`src/rtl/datapath_fifo_rd_ctrl.sv`:
```
// datapath_fifo_rd_ctrl
// Read-side sequencer for the 192-bit datapath FIFO. A start pulse flushes the
// FIFO, then waits for a preload level. It then holds a level read request so
// that the FIFO's own paced strobe drains it. Delivered words are counted, a
// frame ends after frame_len words, and an underflow is trapped as a sticky
// error. All outputs come straight from flops.
//
// Ports
//   clk              in   system clock
//   rstn             in   asynchronous active-low reset
//   start            in   1-cycle pulse, begin a frame (honoured in IDLE/ERROR)
//   stop             in   1-cycle pulse, abort; beats start in the same cycle
//   frame_len        in   words per frame, latched on start; 0 = continuous
//   fifo_data_count  in   FIFO occupancy
//   fifo_rd_valid    in   one word delivered by the FIFO this cycle
//   fifo_underflow   in   FIFO underflow flag
//   fifo_rstn        out  synchronous active-low reset to the FIFO
//   fifo_rd          out  level read request to the FIFO
//   busy             out  high in FLUSH, PRELOAD, RUN
//   done             out  1-cycle pulse on frame completion
//   err_underflow    out  sticky underflow error, cleared by the next start
//   words_read       out  words delivered in the current frame
//   state            out  FSM state code (IDLE=0 .. ERROR=5)
module datapath_fifo_rd_ctrl #(
  parameter int DEPTH_SIZE    = 10,
  parameter int PRELOAD_LEVEL = 512,
  parameter int FLUSH_CYCLES  = 4,
  parameter int CNT_WIDTH     = 32
) (
  input  logic                  clk,
  input  logic                  rstn,
  input  logic                  start,
  input  logic                  stop,
  input  logic [CNT_WIDTH-1:0]  frame_len,
  input  logic [DEPTH_SIZE:0]   fifo_data_count,
  input  logic                  fifo_rd_valid,
  input  logic                  fifo_underflow,
  output logic                  fifo_rstn,
  output logic                  fifo_rd,
  output logic                  busy,
  output logic                  done,
  output logic                  err_underflow,
  output logic [CNT_WIDTH-1:0]  words_read,
  output logic [2:0]            state
);

  typedef enum logic [2:0] {
    ST_IDLE    = 3'd0,
    ST_FLUSH   = 3'd1,
    ST_PRELOAD = 3'd2,
    ST_RUN     = 3'd3,
    ST_DONE    = 3'd4,
    ST_ERROR   = 3'd5
  } state_t;

  localparam int                   FC_W        = (FLUSH_CYCLES > 1) ? $clog2(FLUSH_CYCLES) : 1;
  localparam logic [FC_W-1:0]      FLUSH_LAST  = FC_W'(FLUSH_CYCLES - 1);
  localparam logic [CNT_WIDTH-1:0] PRELOAD_TGT = CNT_WIDTH'(PRELOAD_LEVEL);
  localparam logic [CNT_WIDTH-1:0] CNT_ZERO    = {CNT_WIDTH{1'b0}};
  localparam logic [CNT_WIDTH-1:0] CNT_ONE     = CNT_WIDTH'(1);

  state_t                state_r;
  state_t                state_nxt;
  logic [CNT_WIDTH-1:0]  len_q;
  logic [CNT_WIDTH-1:0]  len_nxt;
  logic [FC_W-1:0]       flush_cnt;
  logic [FC_W-1:0]       flush_nxt;
  logic [CNT_WIDTH-1:0]  words_nxt;
  logic                  fifo_rstn_nxt;
  logic                  fifo_rd_nxt;
  logic                  busy_nxt;
  logic                  done_nxt;
  logic                  err_nxt;
  logic [CNT_WIDTH-1:0]  preload_target;
  logic                  preload_hit;
  logic                  frame_end;

  assign state = state_r;

  // Preload threshold: short frames only need their own length in the FIFO.
  always_comb begin
    preload_target = PRELOAD_TGT;
    if ((len_q != CNT_ZERO) && (len_q < PRELOAD_TGT)) begin
      preload_target = len_q;
    end else begin
      preload_target = PRELOAD_TGT;
    end
    preload_hit = (CNT_WIDTH'(fifo_data_count) >= preload_target);
    frame_end   = (len_q != CNT_ZERO) && (words_read == (len_q - CNT_ONE));
  end

  // Next-state and next-output logic; every output is registered below.
  always_comb begin
    state_nxt     = state_r;
    len_nxt       = len_q;
    flush_nxt     = flush_cnt;
    words_nxt     = words_read;
    fifo_rstn_nxt = 1'b1;
    fifo_rd_nxt   = 1'b0;
    done_nxt      = 1'b0;
    err_nxt       = err_underflow;

    case (state_r)
      ST_IDLE: begin
        if (start && !stop) begin
          state_nxt     = ST_FLUSH;
          len_nxt       = frame_len;
          words_nxt     = CNT_ZERO;
          err_nxt       = 1'b0;
          flush_nxt     = {FC_W{1'b0}};
          fifo_rstn_nxt = 1'b0;
        end else begin
          state_nxt = ST_IDLE;
        end
      end
      ST_FLUSH: begin
        if (stop) begin
          state_nxt = ST_IDLE;
        end else if (flush_cnt == FLUSH_LAST) begin
          // FLUSH_CYCLES low cycles done; release the FIFO reset.
          state_nxt = ST_PRELOAD;
        end else begin
          flush_nxt     = flush_cnt + FC_W'(1);
          fifo_rstn_nxt = 1'b0;
        end
      end
      ST_PRELOAD: begin
        if (stop) begin
          state_nxt = ST_IDLE;
        end else if (preload_hit) begin
          state_nxt   = ST_RUN;
          fifo_rd_nxt = 1'b1;
        end else begin
          state_nxt = ST_PRELOAD;
        end
      end
      ST_RUN: begin
        // stop beats underflow, underflow beats frame end.
        if (stop) begin
          state_nxt = ST_IDLE;
        end else if (fifo_underflow) begin
          state_nxt = ST_ERROR;
          err_nxt   = 1'b1;
        end else if (fifo_rd_valid) begin
          words_nxt = words_read + CNT_ONE;
          if (frame_end) begin
            state_nxt = ST_DONE;
            done_nxt  = 1'b1;
          end else begin
            fifo_rd_nxt = 1'b1;
          end
        end else begin
          fifo_rd_nxt = 1'b1;
        end
      end
      ST_DONE: begin
        state_nxt = ST_IDLE;
      end
      ST_ERROR: begin
        if (stop) begin
          state_nxt = ST_IDLE;
        end else if (start) begin
          state_nxt     = ST_FLUSH;
          len_nxt       = frame_len;
          words_nxt     = CNT_ZERO;
          err_nxt       = 1'b0;
          flush_nxt     = {FC_W{1'b0}};
          fifo_rstn_nxt = 1'b0;
        end else begin
          state_nxt = ST_ERROR;
        end
      end
      default: begin
        state_nxt = ST_IDLE;
      end
    endcase

    busy_nxt = (state_nxt == ST_FLUSH) || (state_nxt == ST_PRELOAD) || (state_nxt == ST_RUN);
  end

  // State and output registers.
  always_ff @(posedge clk or negedge rstn) begin
    if (!rstn) begin
      state_r       <= ST_IDLE;
      len_q         <= CNT_ZERO;
      flush_cnt     <= {FC_W{1'b0}};
      words_read    <= CNT_ZERO;
      fifo_rstn     <= 1'b1;
      fifo_rd       <= 1'b0;
      busy          <= 1'b0;
      done          <= 1'b0;
      err_underflow <= 1'b0;
    end else begin
      state_r       <= state_nxt;
      len_q         <= len_nxt;
      flush_cnt     <= flush_nxt;
      words_read    <= words_nxt;
      fifo_rstn     <= fifo_rstn_nxt;
      fifo_rd       <= fifo_rd_nxt;
      busy          <= busy_nxt;
      done          <= done_nxt;
      err_underflow <= err_nxt;
    end
  end

endmodule

```
`config.mk`:
```
export PLATFORM = sky130hd
export DESIGN_NAME = datapath_fifo_rd_ctrl
export DESIGN_NICKNAME = d
export VERILOG_FILES = /design/src/rtl/datapath_fifo_rd_ctrl.sv
export SDC_FILE = /design/constraint.sdc
export NUM_CORES = 1
export LEC_CHECK = 0
export ABC_AREA = 1
export BUFFER_PORTS_ARGS = -buffer_cell sky130_fd_sc_hd__buf_4
export CAP_MARGIN = 20
export CELL_PAD_IN_SITES_DETAIL_PLACEMENT = 1
export CELL_PAD_IN_SITES_GLOBAL_PLACEMENT = 1
export CORE_AREA = 3 3 108 187
export CTS_CLUSTER_SIZE = 30
export DETAILED_ROUTE_END_ITERATION = 7
export DIE_AREA = 0 0 111 190
export PLACE_DENSITY_LB_ADDON = 0.1
export SLEW_MARGIN = 10
export SYNTH_ARGS = -nofsm -noshare
export SYNTH_HDL_FRONTEND = slang
export SYNTH_SLANG_ARGS = --single-unit
```
`constraint.sdc`:
```
create_clock -name clk -period 6.25 [get_ports clk]
set_clock_uncertainty 0.1 [all_clocks]
set_input_delay 0.9375 -clock clk [delete_from_list [all_inputs] [get_ports clk]]
set_output_delay 0.9375 -clock clk [all_outputs]
set_load 0.01 [all_outputs]
```
==> impl_metrics.yaml, run 1 <==
outcome:
  status: "finished clean"
clock_tree:
  cts_tree: "done"
  clk_latency_ps: 350
  cts_max_level: 3
  ctsResizeCount: 0
  postCtsSetupRepairBufs: 0
  cts_buffers: 9
  hold_buffers: 0
  clockBufferDepth: 2
  cts.clk_slew.worst_paths_ps: 60
  cts_root_buf: "clkbuf_16"
  clock-sinks: 74
global_route:
  grt_antenna_before_repair: 0
  grt_pass1_wl_um: 35100
  grt-ovfl-total: 0
  grt_util_all_layers_pct: 21.6
  first_global_vias: 6207
  grt_max_degree: 58
worst_setup_path:
  critPathKind: "reg -> reg"
  cp_max_fo: 9
  r2r-end: "busy"
  r2r-start: "len_q[21]"
  worstPathArrival_ps: 3790
  required_ps: 6430
  endpoint_kind: "flip-flop"
  startpoint_type: "flip-flop"
  r2r_cells: 17
  ff2ff_setup_slack_ps: 2640
die:
  coreArea_um2: 18700
  die_h_um: 190
  fp-row-count: 66
  start_util_pct: 30.7
  die_w_um: 111
  die_area_um2: 21100
  ios: 89
place:
  dp_hpwl_um: 18400
  place_inst: 1180
  place.gp.congestion: 0.915
  portBuffers: 88
detailed_routing:
  first_iter_violations: 180
  dr.pass1.iters: 4
  vias: 5895
  drc: 0
  drt.antenna.violating_nets: 0
  via_per_inst: 4.93
  wl_um: 22400
  drt-wirelength-per-cell_um: 18.7
power_and_ir_drop:
  ir_worst_vdd_mv: 0.118
  p_leak_nw: 3.29
  power_density_nw_per_um2: 247
sta:
  hold_viol: 0
  grt_setup_unrepaired: "false"
  max_freq_ghz: 0.277
  whs_ps: 387
  setup_viol: 0
  finalCritPeriodShare_pct: 57.8
  worst_slew_pin_slew_ps: 1030
  drv_slew: 0
  min_period_ps: 3610
  slew_headroom_pct: 31.2
  setup_tns_ps: 0
final_layout:
  diodes: 0
  fin_nets: 1017
  final_cells: 1196
  syn_to_final_growth_pct: 21.1
  final_cell_mix: "283 x nand2_1, 103 x nor2_1, 90 x buf_4, 86 x inv_1, 73 x dfrtp_1"
  drive_gt1_share_pct: 16.2
  final_common_cell: "nand2_1"
synth:
  synth_edf_count: 0
  syn_nets: 929
  avgSynthCellArea_um2: 6.66
  yosysWarnings: 0
  ys_seq_area_share_pct: 32.2
  synth.distinct_cells: 40
  syn_inst: 865
  synthFlopType: "dfrtp_1"
  synthArstFlopShare_pct: 100
  netlist_area_um2: 5760
  ys_ff_latch: 74
hold_path:
  hold_path.class: "reg -> reg"
  whs_endpoint: "flush_cnt[1]"
  hold_start: "flush_cnt[1]"
  min_path_cells: 2
flow_run:
  max_cap_viol_count: 0
[metrics by stage]
| stage | setup slack (ps) | cell area, µm² | power [mW] | util (%) |
|---|---|---|---|---|
| finish | 2640 | 6980 | 1.72 | 37.2 |
| global route | 2250 | 6980 | 1.85 | 37.2 |
| CTS | 2590 | 6980 | 1.75 | 37.2 |
| detailed placement | 2650 | 6690 | 1.20 | 35.7 |
| global placement | 2810 | 6690 | 1.20 | 35.7 |
| floorplan | 3660 | 5760 | 0.987 | - |
[synthesized netlist by cell type, types with 3 or more instances]
master,number,area share (%)
buf_2,3,0.26
nand3_1,45,3.9
nand3b_1,8,1.0
inv_2,5,0.33
nor2_2,12,1.3
a21oi_1,23,2.0
clkbuf_1,7,0.46
nor3_1,29,2.5
xor2_1,34,5.2
nand3_2,4,0.70
nand2_1,283,18
o21ai_1,6,0.52
buf_1,3,0.20
o31ai_1,13,1.7
xnor2_1,10,1.5
nor2_1,104,6.8
ha_1,15,3.3
nand2_2,10,1.1
nand4_1,11,1.2
inv_1,86,5.6
o21ai_0,36,3.1
nor4_1,17,1.8
dfrtp_1,73,32
nor2_4,8,1.6
[flip-flops by register name, indices dropped and copies added (netlist names)]
signal and flops:
len_q 32, words_read 32, state 3, flush_cnt 2, busy 1, done 1
err_underflow 1, fifo_rd 1, fifo_rstn 1
[worst max-delay path by stage]
stage,to,slack [ps],cells past startpoint,start
2_1_floorplan,busy,3660,17,len_q[21]
3_3_place_gp,busy,2810,17,len_q[21]
3_5_place_dp,busy,2650,17,len_q[21]
4_1_cts,busy,2590,17,len_q[21]
5_1_grt,busy,2250,17,len_q[23]
6_report,busy,2640,17,len_q[21]
[cell type report]
cell class                 instances  area (µm²)
clock inverter                     5        56.3
inverter                          93         349
fill                            2423       11800
clock buffer                      11         233
timing repair buffer              90         676
tap                              238         298
multi-input combinational        685        3510
sequential                        74        1850
[critical path, cell delays in order, from the launching register on]
cell and delay (ps):
dfrtp_1 430, nor2_1 170, nand2_1 90, nor2_1 210
nand2_1 160, nor4_1 200, nand2_1 200, clkinv_1 210
nand2_1 80, ha_1 300, nand2_1 60, o21ai_0 160
a21oi_1 80, o311ai_0 660, nand2_1 140, nand3_1 150
nor2_1 50, nor2_1 70
[layer usage]
| metal | share of wire (%) | global-route usage [%] | vias to the layer above |
|---|---|---|---|
| met5 | 0 | 0 | - |
| li1 | - | - | 2965 |
| met2 | 56 | 42.3 | 84 |
| met3 | 2.0 | 2.67 | 24 |
| met4 | 2.8 | 7.68 | 0 |
| met1 | 39 | 23.5 | 2822 |
[cell families after synthesis]
family / synth area share (%)
adders and majority gates: 3.26
buffers and inverters: 6.97
other: 0.0651
DFF: 32.2
AOI/OAI and AO/OA: 8.23
xor gates and xnor gates: 6.69
and+or+nand+nor: 42.6
[report_power, final]
group / switching (mW) / internal, mW
Clock: 0.225 / 0.309
Combinational: 0.375 / 0.186
Sequential: 0.0843 / 0.541
Total: 0.684 / 1.04
No activity file was read; power rests on OpenSTA's default activity.
==> run 2, diff against run 1 <==
--- a/config.mk
+++ b/config.mk
@@ -5,15 +5,15 @@
 export SDC_FILE = /design/constraint.sdc
 export NUM_CORES = 1
 export LEC_CHECK = 0
-export ABC_AREA = 1
+export ABC_AREA = 0
 export BUFFER_PORTS_ARGS = -buffer_cell sky130_fd_sc_hd__buf_4
 export CAP_MARGIN = 20
 export CELL_PAD_IN_SITES_DETAIL_PLACEMENT = 1
 export CELL_PAD_IN_SITES_GLOBAL_PLACEMENT = 1
-export CORE_AREA = 3 3 108 187
+export CORE_AREA = 3 3 97 169
 export CTS_CLUSTER_SIZE = 30
 export DETAILED_ROUTE_END_ITERATION = 7
-export DIE_AREA = 0 0 111 190
+export DIE_AREA = 0 0 100 172
 export PLACE_DENSITY_LB_ADDON = 0.1
 export SLEW_MARGIN = 10
 export SYNTH_ARGS = -nofsm -noshare
==> constraint.sdc (replaced) <==
create_clock -name clk -period 3.4 [get_ports clk]
set_clock_uncertainty 0.1 [all_clocks]
set_input_delay 0.51 -clock clk [delete_from_list [all_inputs] [get_ports clk]]
set_output_delay 0.51 -clock clk [all_outputs]
set_load 0.01 [all_outputs]
==> run 2 against run 1 <==
Effect of this change: global-route usage decreased by 3.2 points; via count decreased by 28%; total power increased by 70%; combinational power increased by 54%; non-clock buffer count increased by 56; worst hold slack got worse by 140 ps; critical path type unchanged; largest power group unchanged.
==> impl_metrics.yaml, run 2 <==
place:
  portBuffers: 88
  place.gp.congestion: 0.836
  dp_hpwl_um: 12300
flow_run:
  max_cap_viol_count: 0
clock_tree:
  hold_buffers: 0
  clk_latency_ps: 340
  cts_max_level: 3
  cts_root_buf: "clkbuf_16"
  cts_buffers: 9
  cts.clk_slew.worst_paths_ps: 60
  cts_tree: "done"
  clockBufferDepth: 2
  clock-sinks: 74
detailed_routing:
  drt.antenna.violating_nets: 0
  drt-wirelength-per-cell_um: 19.2
  wl_um: 15800
  dr.pass1.iters: 4
  drc: 0
  via_per_inst: 5.20
  first_iter_violations: 109
  vias: 4271
global_route:
  grt-ovfl-total: 0
  grt_pass1_wl_um: 24600
  grt_max_degree: 75
  first_global_vias: 4604
  grt_antenna_before_repair: 0
  grt_util_all_layers_pct: 18.5
synth:
  synth.distinct_cells: 59
  syn_nets: 556
  synth_top_area_cell: "dfrtp_1"
  synthFlopType: "dfrtp_1"
  ys_ff_latch: 74
  synth.most_common_cell: "dfrtp_1"
  synthArstFlopShare_pct: 100
  ys_seq_area_share_pct: 39.8
  avgSynthCellArea_um2: 9.46
  netlist_area_um2: 4650
  synth_top_area_share_pct: 39.3
  syn_inst: 492
  synth_area_leaders: "dfrtp_1 39%, mux2_2 6.5%, xor2_1 6.2%, xnor2_1 6.0%, ha_1 4.0%"
  yosysWarnings: 0
  synth_common_cells: "73 x dfrtp_1, 38 x nor2_1, 34 x nand2_1"
  synth_edf_count: 0
sta:
  hold_viol: 0
  finalCritPeriodShare_pct: 97.1
  setup_viol: 0
  grt_setup_unrepaired: "true"
  whs_ps: 246
  worst_slew_pin_slew_ps: 1010
  slew_headroom_pct: 32.5
  min_period_ps: 3300
  drv_slew: 0
  max_freq_ghz: 0.303
die:
  coreArea_um2: 15200
  ios: 89
  die_w_um: 100
  die_area_um2: 17200
  die_h_um: 172
  start_util_pct: 30.5
  fp-row-count: 60
outcome:
  status: "finished clean"
worst_setup_path:
  ff2ff_setup_slack_ps: 100
  slowest_delay_ps: 610
  r2r_cells: 10
  cpMostUsedCell: "or4_4"
  startpoint_type: "flip-flop"
  r2r-end: "busy"
  required_ps: 3490
  path_cells: "buf_4 > or4_4 > or4_4 > nor2_4 > a22oi_1 > a31oi_1 > nand4_1 > or4_4 > nand2b_2 > a41oi_2"
  crit_slowest_cell: "or4_4"
  r2r-start: "len_q[2]"
  critPathKind: "reg -> reg"
  cp_max_fo: 3
  worstPathArrival_ps: 3390
  endpoint_kind: "flip-flop"
final_layout:
  final_core_util_pct: 42.0
  final_cell_mix: "145 x buf_4, 73 x dfrtp_1, 37 x nor2_1, 33 x xor2_1"
  fin_nets: 695
  drive_gt1_share_pct: 35.4
  syn_to_final_growth_pct: 37.5
  diodes: 0
  final_common_cell: "buf_4"
power_and_ir_drop:
  power_density_nw_per_um2: 458
  p_leak_nw: 2.81
  clkPwrFrac_pct: 33.6
  sw_frac_of_total_pct: 31.7
  p_int_mw: 2.00
  p_comb_share_pct: 29.4
  seq_power_share_pct: 37.0
  switchingPower_mw: 0.928
  ir_worst_vdd_mv: 0.229
hold_path:
  hold_path.class: "in -> async"
==> run 2: cell count changes in the layout (fill, tap and decap cells not counted), sizes merged, moves of 6 or more <==
cell	before	now
nand3	50	21
nand2	294	34
nor3	33	13
nor2	124	38
inv	91	22
or3	0	12
o21ai	43	25
mux2	0	27
buf	90	146
and3	0	6
o31ai	13	3
xnor2	10	32
nor4	19	13
==> run 2: how the worst max path moves through the flow <==
stage               depth (start not counted)  startpoint  endpoint
floorplan                                  17   len_q[16]      busy
global placement                           16   len_q[27]      busy
detailed placement                         15   len_q[12]      busy
CTS                                        16   len_q[27]      busy
global route                               16   len_q[28]      busy
finish                                     10    len_q[2]      busy
==> run 2: per-stage QoR <==
| stage | setup TNS [ps] | power (mW) | instance area (µm²) | worst slack, ps | instances |
|---|---|---|---|---|---|
| 3_3_place_gp | 0 | 1.92 | 5930 | 8.90 | 803 |
| 3_5_place_dp | -129 | 1.94 | 5930 | -98.1 | 803 |
| 5_1_grt | -210 | 3.10 | 6400 | -126 | 822 |
| 4_1_cts | 0 | 2.95 | 6260 | 25.1 | 819 |
| 2_1_floorplan | 0 | 1.54 | 4680 | 37.6 | 492 |
| 6_report | 0 | 2.93 | 6400 | 98.0 | 822 |
==> run 2: power by group through the flow <==
stage / clock (mW) / sequential (mW) / combinational [mW]
3_3_place_gp: 0 / 1.09 / 0.830
2_1_floorplan: 0 / 1.10 / 0.433
4_1_cts: 1.01 / 1.08 / 0.857
6_report: 0.984 / 1.08 / 0.862
5_1_grt: 1.06 / 1.10 / 0.944
3_5_place_dp: 0 / 1.09 / 0.851
==> run 2: critical path, delay by kind of cell, from the launching register on <==
kind                   cells  cell delay (ps)
AO/OA/AOI/OAI              3              410
buffers and inverters      1              140
flip-flops                 1              390
AND/OR/NAND/NOR            6             2110
==> run 2: final cells by class <==
cell class | instances | area, µm²
fillers | 1800 | 8840
repair buffers | 146 | 1110
well taps | 186 | 233
flip-flops and latches | 74 | 1850
clock inverters | 6 | 65.1
clock buffers | 10 | 239
multi-input cells | 379 | 2820
inverters | 21 | 78.8
==> run 2: cells by family (layout without fill, tap and decap cells) <==
family / after synthesis / in the layout / synth area share [%]
buf+inv: 39 / 183 / 3.15
other cells: 1 / 1 / 0.0806
fa+ha+maj: 15 / 15 / 4.03
mux: 31 / 31 / 7.40
flops: 74 / 74 / 39.8
compound gates: 79 / 79 / 10.7
simple gates: 188 / 188 / 22.5
xor+xnor: 65 / 65 / 12.2
==> run 2: what timing repair did <==
action / 4_1_cts / 5_1_grt
pin swaps: 0 / 15
endpoints found under the setup margin: 2 / 7
gates resized for setup: 5 / 19
buffers inserted: 0 / 3
==> run 2: layer usage <==
layer	wire length (µm)	GRT usage, %	part of all wire [%]	vias up
li1	-	-	-	2040
met3	480	2.91	3.0	25
met4	449	7.74	2.8	0
met5	0	0	0	-
met2	8870	35.2	56	83
met1	6000	19.9	38	2123
==> run 3, diff against run 2 <==
--- a/config.mk
+++ b/config.mk
@@ -10,10 +10,10 @@
 export CAP_MARGIN = 20
 export CELL_PAD_IN_SITES_DETAIL_PLACEMENT = 1
 export CELL_PAD_IN_SITES_GLOBAL_PLACEMENT = 1
-export CORE_AREA = 3 3 97 169
+export CORE_AREA = 3 3 96 166
 export CTS_CLUSTER_SIZE = 30
 export DETAILED_ROUTE_END_ITERATION = 7
-export DIE_AREA = 0 0 100 172
+export DIE_AREA = 0 0 99 169
 export PLACE_DENSITY_LB_ADDON = 0.1
 export SLEW_MARGIN = 10
 export SYNTH_ARGS = -nofsm -noshare
==> constraint.sdc (replaced) <==
create_clock -name clk -period 3.25 [get_ports clk]
set_clock_uncertainty 0.1 [all_clocks]
set_input_delay 0.4875 -clock clk [delete_from_list [all_inputs] [get_ports clk]]
set_output_delay 0.4875 -clock clk [all_outputs]
set_load 0.01 [all_outputs]
==> run 3 against run 2 <==
Effect of this change: the flow now finishes with violations (negative setup slack); first-iteration DRC count grew 11%; non-clock buffer count increased by 13; total power rose by 7.4%; maximum frequency fell by 1.1%; final cell count rose by 1.2%; die area decreased by 2.7%; combinational power grew 7.9%; highest routed layer unchanged.
==> impl_metrics.yaml, run 3 (synthesis results as in run 2) <==
outcome:
  status: "finished, violations left"
  violations: "negative setup slack"
sta:
  finalCritPeriodShare_pct: 103
  hold_viol: 0
  setup_tns_ps: -205
  setup_viol: 5
  worst_slew_pin_slew_ps: 972
  grt_setup_unrepaired: "true"
  slew_headroom_pct: 35.2
  setup_slack_ps: -88.2
  min_period_ps: 3340
  max_freq_ghz: 0.300
  whs_ps: 195
  drv_slew: 0
worst_setup_path:
  critPathKind: "reg -> reg"
  endpoint_kind: "flip-flop"
  worstPathArrival_ps: 3430
  cp_max_fo: 5
  startpoint_type: "flip-flop"
  r2r_cells: 17
  required_ps: 3340
place:
  place.gp.congestion: 0.816
  place_inst: 809
  portBuffers: 88
  dp_hpwl_um: 12200
detailed_routing:
  drt.antenna.violating_nets: 0
  drc: 0
  wl_um: 15800
  dr.pass1.iters: 4
  via_per_inst: 5.19
  first_iter_violations: 121
  vias: 4321
  drt-wirelength-per-cell_um: 19.0
global_route:
  grt_pass1_wl_um: 25600
  grt_antenna_before_repair: 0
  first_global_vias: 4801
  grt_util_all_layers_pct: 19.5
  grt-ovfl-total: 0
  grt_max_degree: 75
die:
  coreArea_um2: 14800
  die_h_um: 169
  die_area_um2: 16700
  start_util_pct: 31.4
  ios: 89
  die_w_um: 99
  fp-row-count: 59
clock_tree:
  cts.clk_slew.worst_paths_ps: 60
  clk_latency_ps: 340
  clockBufferDepth: 2
  hold_buffers: 0
  clock-sinks: 74
  cts_buffers: 9
  cts_max_level: 3
  cts_root_buf: "clkbuf_16"
  cts_tree: "done"
power_and_ir_drop:
  ir_worst_vdd_mv: 0.248
  p_leak_nw: 2.89
  power_density_nw_per_um2: 482
hold_path:
  hold_path.class: "in -> async"
final_layout:
  drive_gt1_share_pct: 36.5
  final_cells: 832
  syn_to_final_growth_pct: 40.3
  final_cell_mix: "154 x buf_4, 73 x dfrtp_1, 37 x nor2_1, 33 x xor2_1"
  diodes: 0
  final_common_cell: "buf_4"
  final_core_util_pct: 44.0
  fin_nets: 708
flow_run:
  max_cap_viol_count: 0
## run 3: cell count changes in the layout (fill, tap and decap cells not counted), sizes merged
cell and change:
buf +13, bufinv +1, clkbuf +2, clkinv -2, inv -1
## run 3: final timing paths
path / from / endpoint / slack [ps]
setup / recovery: len_q[27] / busy / -90
hold / removal: rstn / words_read[29] / 200
setup reg to reg: len_q[27] / busy / -90
hold reg to reg: flush_cnt[0] / flush_cnt[0] / 400
max in group asynchronous: rstn / words_read[5] / 2220
min in group clk: fifo_underflow / done / 260
## run 3: layout make-up
type / count / area (µm²)
fill: 1696 / 8310
multi-input combinational: 379 / 2830
sequential: 74 / 1850
timing repair buffer: 159 / 1210
clock buffer: 12 / 246
tap: 183 / 229
inverter: 21 / 78.8
clock inverter: 4 / 76.3
## run 3: critical path, stage by stage (launching register included)
cell	delay, ps
dfrtp_1	390
nor4_2	320
buf_4	170
nand4_1	120
nor3_2	240
nor2b_2	210
buf_6	130
nand2_4	60
ha_4	240
a21o_1	180
a2111oi_4	280
nor2_1	60
nor2_1	120
o31ai_2	90
a21oi_2	160
o22ai_1	90
nand2_1	110
a41oi_2	120
## run 3: report_power, final
group	switching [mW]	internal [mW]	total, mW
Clock	0.402	0.696	1.10
Combinational	0.469	0.461	0.930
Sequential	0.0911	1.03	1.12
## run 3: per-layer routing
metal / up-vias / global-route usage, % / share of wire (%)
li1: 2063 / - / -
met1: 2165 / 20.4 / 37
met2: 71 / 38.3 / 58
met3: 22 / 3.09 / 3.0
met4: 0 / 6.60 / 2.1
met5: - / 0 / 0
## run 3: through the flow
stage / area [µm²] / setup slack, ps / total power [mW]
floorplan: 4700 / 14.9 / 1.62
global placement: 6000 / -120 / 2.01
detailed placement: 6000 / -247 / 2.04
CTS: 6460 / -174 / 3.17
global route: 6530 / -318 / 3.33
finish: 6530 / -88.2 / 3.15
## run 3: timing repair
item / 4_1_cts / 5_1_grt
buffers inserted: 5 / 2
pin swaps: 19 / 8
setup endpoints to repair: 5 / 6
resized for setup: 19 / 8
